**src/rtl/router_fsm.sv**
```systemverilog
// Packet-reception controller for the 1x3 router: sequences header decode,
// payload/parity loads and full stalls, with per-FIFO soft-reset abort.
module router_fsm (
  input  logic       clock,
  input  logic       resetn,
  input  logic       pkt_valid,
  input  logic [1:0] data_in,
  input  logic       parity_done,
  input  logic       low_pkt_valid,
  input  logic       fifo_full,
  input  logic       fifo_empty_0,
  input  logic       fifo_empty_1,
  input  logic       fifo_empty_2,
  input  logic       soft_reset_0,
  input  logic       soft_reset_1,
  input  logic       soft_reset_2,
  output logic       detect_add,
  output logic       lfd_state,
  output logic       ld_state,
  output logic       full_state,
  output logic       laf_state,
  output logic       write_enb_reg,
  output logic       rst_int_reg,
  output logic       busy
);

  localparam logic [2:0] DECODE_ADDRESS     = 3'd0;
  localparam logic [2:0] LOAD_FIRST_DATA    = 3'd1;
  localparam logic [2:0] LOAD_DATA          = 3'd2;
  localparam logic [2:0] FIFO_FULL_STATE    = 3'd3;
  localparam logic [2:0] LOAD_AFTER_FULL    = 3'd4;
  localparam logic [2:0] LOAD_PARITY        = 3'd5;
  localparam logic [2:0] CHECK_PARITY_ERROR = 3'd6;
  localparam logic [2:0] WAIT_TILL_EMPTY    = 3'd7;

  logic [2:0] state_q, state_d;
  logic [1:0] addr_q, addr_d;
  logic [1:0] empty_idx;
  logic       empty_sel;
  logic       srst_sel;
  logic       hdr_ok;

  // While decoding, the address being presented is the one that matters.
  assign empty_idx = (state_q == DECODE_ADDRESS) ? data_in : addr_q;

  always_comb begin
    empty_sel = 1'b0;
    case (empty_idx)
      2'd0:    empty_sel = fifo_empty_0;
      2'd1:    empty_sel = fifo_empty_1;
      2'd2:    empty_sel = fifo_empty_2;
      default: empty_sel = 1'b0;
    endcase
  end

  always_comb begin
    srst_sel = 1'b0;
    case (addr_q)
      2'd0:    srst_sel = soft_reset_0;
      2'd1:    srst_sel = soft_reset_1;
      2'd2:    srst_sel = soft_reset_2;
      default: srst_sel = 1'b0;
    endcase
  end

  assign hdr_ok = pkt_valid && (data_in != 2'd3);

  always_comb begin
    addr_d = addr_q;
    if (state_q == DECODE_ADDRESS && pkt_valid)
      addr_d = data_in;
  end

  always_comb begin
    state_d = state_q;
    case (state_q)
      DECODE_ADDRESS: begin
        if (hdr_ok && empty_sel)       state_d = LOAD_FIRST_DATA;
        else if (hdr_ok)               state_d = WAIT_TILL_EMPTY;
      end
      LOAD_FIRST_DATA:                 state_d = LOAD_DATA;
      LOAD_DATA: begin
        if (fifo_full)                 state_d = FIFO_FULL_STATE;
        else if (!pkt_valid)           state_d = LOAD_PARITY;
      end
      FIFO_FULL_STATE: begin
        if (!fifo_full)                state_d = LOAD_AFTER_FULL;
      end
      LOAD_AFTER_FULL: begin
        if (parity_done)               state_d = DECODE_ADDRESS;
        else if (low_pkt_valid)        state_d = LOAD_PARITY;
        else                           state_d = LOAD_DATA;
      end
      LOAD_PARITY:                     state_d = CHECK_PARITY_ERROR;
      CHECK_PARITY_ERROR: begin
        if (fifo_full)                 state_d = FIFO_FULL_STATE;
        else                           state_d = DECODE_ADDRESS;
      end
      WAIT_TILL_EMPTY: begin
        if (empty_sel)                 state_d = LOAD_FIRST_DATA;
      end
      default:                         state_d = DECODE_ADDRESS;
    endcase
    // A timeout on the addressed FIFO aborts the packet from any active state.
    if (srst_sel && state_q != DECODE_ADDRESS)
      state_d = DECODE_ADDRESS;
  end

  always_ff @(posedge clock or negedge resetn) begin
    if (!resetn) begin
      state_q <= DECODE_ADDRESS;
      addr_q  <= 2'd0;
    end else begin
      state_q <= state_d;
      addr_q  <= addr_d;
    end
  end

  always_comb begin
    detect_add    = (state_q == DECODE_ADDRESS);
    lfd_state     = (state_q == LOAD_FIRST_DATA);
    ld_state      = (state_q == LOAD_DATA);
    full_state    = (state_q == FIFO_FULL_STATE);
    laf_state     = (state_q == LOAD_AFTER_FULL);
    write_enb_reg = (state_q == LOAD_DATA) || (state_q == LOAD_PARITY) ||
                    (state_q == LOAD_AFTER_FULL);
    rst_int_reg   = (state_q == CHECK_PARITY_ERROR);
    busy          = (state_q != DECODE_ADDRESS) && (state_q != LOAD_DATA);
  end

endmodule

```
**config.mk**
```make
export PLATFORM = sky130hd
export DESIGN_NAME = router_fsm
export DESIGN_NICKNAME = d
export VERILOG_FILES = /design/src/rtl/router_fsm.sv
export SDC_FILE = /design/constraint.sdc
export NUM_CORES = 1
export LEC_CHECK = 0
export CAP_MARGIN = 5
export CORE_MARGIN = 1
export CORE_UTILIZATION = 37
export CTS_CLUSTER_SIZE = 14
export DETAILED_ROUTE_END_ITERATION = 16
export HOLD_SLACK_MARGIN = 0.03
export PLACE_DENSITY = 0.74
export SETUP_SLACK_MARGIN = 0.15
export SYNTH_ARGS = -nofsm -noshare
export SYNTH_HDL_FRONTEND = slang
export SYNTH_SLANG_ARGS = --single-unit
```
**constraint.sdc**
```tcl
create_clock -name clock -period 1.9 [get_ports clock]
set_input_delay 0.57 -clock clock [delete_from_list [all_inputs] [get_ports clock]]
set_output_delay 0.57 -clock clock [all_outputs]
set_load 0.03 [all_outputs]
```
==> results.json, run 1 <==
{
  "yosysMostFrequentCell": "nor2_1",
  "rsz0062_at_grt": "true",
  "dpl_worst_slack_ns": -0.697,
  "insertedDiodeCount": 0,
  "start_kind": "register",
  "cts.sinks": 5,
  "seq_area_frac_synth_pct": 23.5,
  "async_flop_share_pct": 100,
  "grt_pass1_vias": 613,
  "overflow": 0,
  "firstDrtPassIters": 4,
  "violations": "setup timing",
  "synthTopCellsByArea": "dfrtp_1, mux2_2, mux2_1",
  "fmax_mhz": 476,
  "reg2regPathDepth": 9,
  "p_leak_nw": 0.483,
  "syn-instance-count": 64,
  "cts_buffers": 3,
  "synth_common_cells": "nor2_1, dfrtp_1, o21ai_0",
  "critPathKind": "register to register",
  "fin_crit_ns": 2.10,
  "cts-root-buf": "clkbuf_4",
  "die_area_mm2": 0.00159,
  "clkTransAtPathRegs_ns": 0.05,
  "finalClockSkew_ns": 0.00551,
  "die_h_um": 39.9,
  "p_per_area_mw_per_mm2": 1960,
  "finalSetupViolations": 10,
  "fin_crit_sh_pct": 110,
  "slew_headroom_pct": 79.5,
  "placed_cell_area_um2": 852,
  "clock_path_buffers": 2,
  "drtAntennaViolNets": 0,
  "io_pins": 22,
  "route.detailed.vias_per_inst": 5.69,
  "row_count": 13,
  "finalInstanceArea_mm2": 0.00114,
  "gp_congestion": 0.848,
  "area_growth_pct": 115,
  "required_ns": 2.02,
  "core-area_mm2": 0.00132,
  "syn_area_um2": 532,
  "holdCritPathClass": "input pin to async pin",
  "drt_wl_total_um": 2180,
  "grt.total_usage_pct": 25.5,
  "cts_tree": "built",
  "start_util_pct": 40.4,
  "worst_slew_pin_slew_ns": 0.306,
  "portBuffers": 21,
  "utilization_pct": 86.9,
  "end_kind": "register",
  "finalNonFillerCells": 127,
  "antenna_found_initial": 0,
  "syn_nets": 78,
  "synth_edf_count": 0,
  "routedWlPerCell_um": 17.2,
  "cp.arrival_ns": 2.22,
  "fin_ws_ns": -0.199,
  "clk_latency_ns": 0.24,
  "hold_viol_final": 0,
  "drive_gt1_share_pct": 57.1,
  "fill_cells": 67,
  "yosysWarnings": 0,
  "crit_path_max_fanout": 5,
  "maxCapViolCount": 0,
  "grt_max_degree": 10,
  "chipWidth_um": 39.9,
  "report.final.slew_viol_count": 0,
  "grt_pass1_wl_um": 2740,
  "status": "finished, violations left",
  "synth-seq-cells": 5,
  "final_nets": 127,
  "synth_top_area_share_pct": 23.5,
  "synth_cell_types": 37,
  "drcViolationCount": 0,
  "drt_iter0_markers": 24,
  "vias": 723,
  "vdd_drop_max_mv": 1.07,
  "setup_tns_ns": -0.926,
  "synthFlopType": "dfrtp_1",
  "synth_largest_area_cell": "dfrtp_1",
  "syn_area_per_cell_um2": 8.31,
  "dp_hpwl_um": 1160,
  "cts_htree_levels": 1,
  "dp.cells": 109
}
## routing by layer
metal,vias up,track usage (%),wire [µm]
li1,336,-,-
met1,362,35.9,949
met2,19,38.3,1090
met3,6,1.14,92
met4,0,14.7,47
met5,-,0,0
## power by group
group	internal, W	switching [W]
Clock	0.0000794	0.0000443
Sequential	0.000164	0.0000744
Combinational	0.000996	0.000885
Total	0.00124	0.00100
## cells by family after synthesis
logic type	count (synthesis)	share of synthesized area, %
multiplexers	6	12.5
AO/OA/AOI/OAI	20	27.3
buffers and inverters	7	6.59
flip-flops	5	23.5
AND/OR/NAND/NOR	26	30.1
## layout by cell type (no fill, tap or decap), drive strengths merged, types with 3 or more instances in the layout
master          n
a21oi           3
buf            36
clkbuf          5
clkdlybuf4s50  12
dfrtp           5
mux2            5
nand2           3
nor2            6
o21ai           5
## repair_timing
| item | CTS | global route |
|---|---|---|
| hold buffers | 0 | 0 |
| pin swaps | 7 | 14 |
| setup endpoints to repair | 10 | 11 |
| gates resized for setup | 34 | 15 |
| cloned | 0 | 1 |
| buffers inserted | 7 | 6 |
## registers in the layout, summed over array words and instances, names as in the netlist
register  count
state_q       3
addr_q        2
## through the flow
stage | power [W] | hold slack (ns)
floorplan | 0.00103 | 0.274
global placement | 0.00140 | 0.575
detailed placement | 0.00142 | 0.585
CTS | 0.00191 | 0.531
global route | 0.00237 | 0.555
finish | 0.00224 | 0.538
## worst max-delay path: stages, from the launching register on
cell	delay, ns
dfrtp_1	0.41
buf_6	0.13
buf_6	0.10
buf_6	0.12
buf_8	0.13
or3b_1	0.36
a21oi_2	0.19
a21oi_2	0.10
o21ai_2	0.11
mux2_4	0.32
## layout make-up
cell class	instances	area [µm²]	share of cell area (%)
inverters	2	12.5	1.09
clock buffers	4	26.3	2.30
multi-input cells	52	482	42.1
flip-flops and latches	5	125	10.9
repair buffers	49	480	42.0
well taps	15	18.8	1.64
## final timing paths
path,start,to,slack [ns]
min,resetn,state_q[1]$_DFFE_PN0P_,0.54
max in group asynchronous,resetn,state_q[0]$_DFFE_PN0P_,1.18
min in group clock,addr_q[0]$_DFFE_PN0P_,addr_q[0]$_DFFE_PN0P_,0.61
max,state_q[0]$_DFFE_PN0P_,state_q[0]$_DFFE_PN0P_,-0.20
max reg2reg,state_q[0]$_DFFE_PN0P_,state_q[0]$_DFFE_PN0P_,-0.20
min reg2reg,addr_q[0]$_DFFE_PN0P_,addr_q[0]$_DFFE_PN0P_,0.61
Power figures use the tool's default switching activity.
==> inputs of run 2 (changes only) <==
Settings changed: CAP_MARGIN 5 to not set, SKIP_LAST_GASP set to 1.
==> run 2 against run 1 <==
  * The flow still finishes with violations (setup timing)
  * Routed wire length rose by 9.4%
  * Hold slack improved by 0.0092 ns
  * Total power fell by 1.3%
  * Utilization fell by 1.8 points
  * Clock power barely moved
  * Critical path depth fell by 4
  * Flip-flop and latch count did not move
  * Highest routed layer unchanged
==> results.json, run 2 (same netlist as run 1, synthesis figures left out) <==
{
  "status": "finished, violations left",
  "violations": "setup timing",
  "start_util_pct": 40.4,
  "grt_pass1_vias": 616,
  "grt_max_degree": 10,
  "cp_num_buf_inv": 0,
  "hold_ws_ns": 0.547,
  "vias": 761,
  "drtAntennaViolNets": 0,
  "cts_tree": "built",
  "cts.sinks": 5,
  "p_leak_nw": 0.477,
  "cts_buffers": 3,
  "clk_latency_ns": 0.24,
  "row_count": 13,
  "grt_pass1_wl_um": 2730,
  "cts-root-buf": "clkbuf_4",
  "hold_viol_final": 0,
  "cts_htree_levels": 1,
  "overflow": 0,
  "finalSetupViolations": 10,
  "fmax_mhz": 468,
  "placed_cell_area_um2": 852,
  "largest_reg_flops": 3,
  "insertedDiodeCount": 0,
  "dpl_worst_slack_ns": -0.697,
  "drt_iter0_markers": 30,
  "critical_path.max_stage_delay_ns": 0.57,
  "portBuffers": 21,
  "clock_path_buffers": 2,
  "required_ns": 2.02,
  "finalInstanceArea_mm2": 0.00112,
  "crit_path_max_fanout": 3,
  "end_kind": "register",
  "top_regs": "state_q: 3 flops, addr_q: 2 flops",
  "top_register": "state_q",
  "final_cell_mix": "buf_4, buf_6, clkdlybuf4s50_1, dfrtp_1, nor2_1",
  "fin_ws_ns": -0.236,
  "power_w": 0.00221,
  "critPathKind": "register to register",
  "cp_top_family": "compound AO/OA/AOI/OAI gates",
  "drive_gt1_share_pct": 55.9,
  "worst_slew_pin_slew_ns": 0.345,
  "fill_cells": 82,
  "fin_crit_ns": 2.14,
  "drcViolationCount": 0,
  "maxCapViolCount": 0,
  "rsz0062_at_grt": "true",
  "grt.total_usage_pct": 25.5,
  "p_sw_w": 0.00100,
  "worst_path_max_delay_cell": "or4b_4",
  "internal-power_w": 0.00121,
  "swShare_pct": 45.2,
  "dp_hpwl_um": 1160,
  "holdCritPathClass": "input pin to async pin",
  "die_area_mm2": 0.00159,
  "firstDrtPassIters": 4,
  "route.detailed.vias_per_inst": 6.04,
  "chipWidth_um": 39.9,
  "antenna_found_initial": 0,
  "die_h_um": 39.9,
  "clkPwrFrac_pct": 5.6,
  "gp_congestion": 0.848,
  "io_pins": 22,
  "seq_power_share_pct": 10.9,
  "p_comb_share_pct": 83.6,
  "final_nets": 126,
  "slew_headroom_pct": 76.9,
  "clkTransAtPathRegs_ns": 0.05,
  "start_kind": "register",
  "fin_crit_sh_pct": 112,
  "drt_wl_total_um": 2390,
  "utilization_pct": 85.1,
  "core-area_mm2": 0.00132,
  "finalClockSkew_ns": 0.00491,
  "vdd_drop_max_mv": 1.11,
  "report.final.slew_viol_count": 0,
  "area_growth_pct": 111,
  "path_cells": "or4b_4 -> a311oi_2 -> a32oi_2 -> o21ai_2 -> mux2_4",
  "mostFrequentLayoutCell": "buf_4",
  "routedWlPerCell_um": 18.9,
  "cp.arrival_ns": 2.26,
  "p_per_area_mw_per_mm2": 1970
}
-- run 2: final cells by class --
cell class | count | area, µm² | share of cell area [%]
Inverter | 2 | 12.5 | 1.12
Sequential cell | 5 | 125 | 11.2
Tap cell | 15 | 18.8 | 1.67
Multi-Input combinational cell | 52 | 469 | 41.9
Timing Repair Buffer | 48 | 469 | 41.9
Clock buffer | 4 | 26.3 | 2.34
-- run 2: final timing paths --
kind                                        startpoint                      to  slack, ns  cells past startpoint
max in group asynchronous                       resetn  state_q[0]$_DFFE_PN0P_       1.16                      1
worst max register to register  state_q[1]$_DFFE_PN0P_  state_q[0]$_DFFE_PN0P_      -0.24                      5
worst min-delay path                            resetn  state_q[1]$_DFFE_PN0P_       0.55                      1
min in group clock               addr_q[0]$_DFFE_PN0P_   addr_q[0]$_DFFE_PN0P_       0.62                      1
worst max-delay path            state_q[1]$_DFFE_PN0P_  state_q[0]$_DFFE_PN0P_      -0.24                      5
worst min register to register   addr_q[0]$_DFFE_PN0P_   addr_q[0]$_DFFE_PN0P_       0.62                      1
-- run 2: worst reg2reg max path: stages, from the launching register on --
cell and delay (ns):
dfrtp_1 0.41, or4b_4 0.57, a311oi_2 0.28, a32oi_2 0.18
o21ai_2 0.24, mux2_4 0.32
-- run 2: what timing repair did --
action	in CTS	in global routing
endpoints found under the setup margin	10	11
hold buffers	0	0
gates cloned	0	1
buffers inserted	7	5
resized for setup	29	16
pin swaps	7	13
-- run 2: power groups by stage --
stage                     Sequential (W)  Combinational, W  Clock, W
after global routing            0.000244           0.00195  0.000134
after CTS                       0.000225           0.00151  0.000132
after detailed placement        0.000225           0.00120         0
final                           0.000241           0.00185  0.000123
after floorplan                 0.000207          0.000819         0
after global placement          0.000226           0.00118         0
-- run 2: per-stage QoR --
stage          instances  TNS, ns
3_3_place_gp         109    -1.90
2_1_floorplan         64   -0.352
6_report             126    -1.24
5_1_grt              126    -1.60
4_1_cts              120   -0.944
3_5_place_dp         109    -2.03
-- run 2: layer usage --
| metal | vias to the layer above | wire [µm] | track usage (%) |
|---|---|---|---|
| li1 | 340 | - | - |
| met1 | 369 | 975 | 35.9 |
| met2 | 46 | 1220 | 38.3 |
| met3 | 6 | 132 | 1.14 |
| met4 | 0 | 54 | 14.7 |
| met5 | - | 0 | 0 |
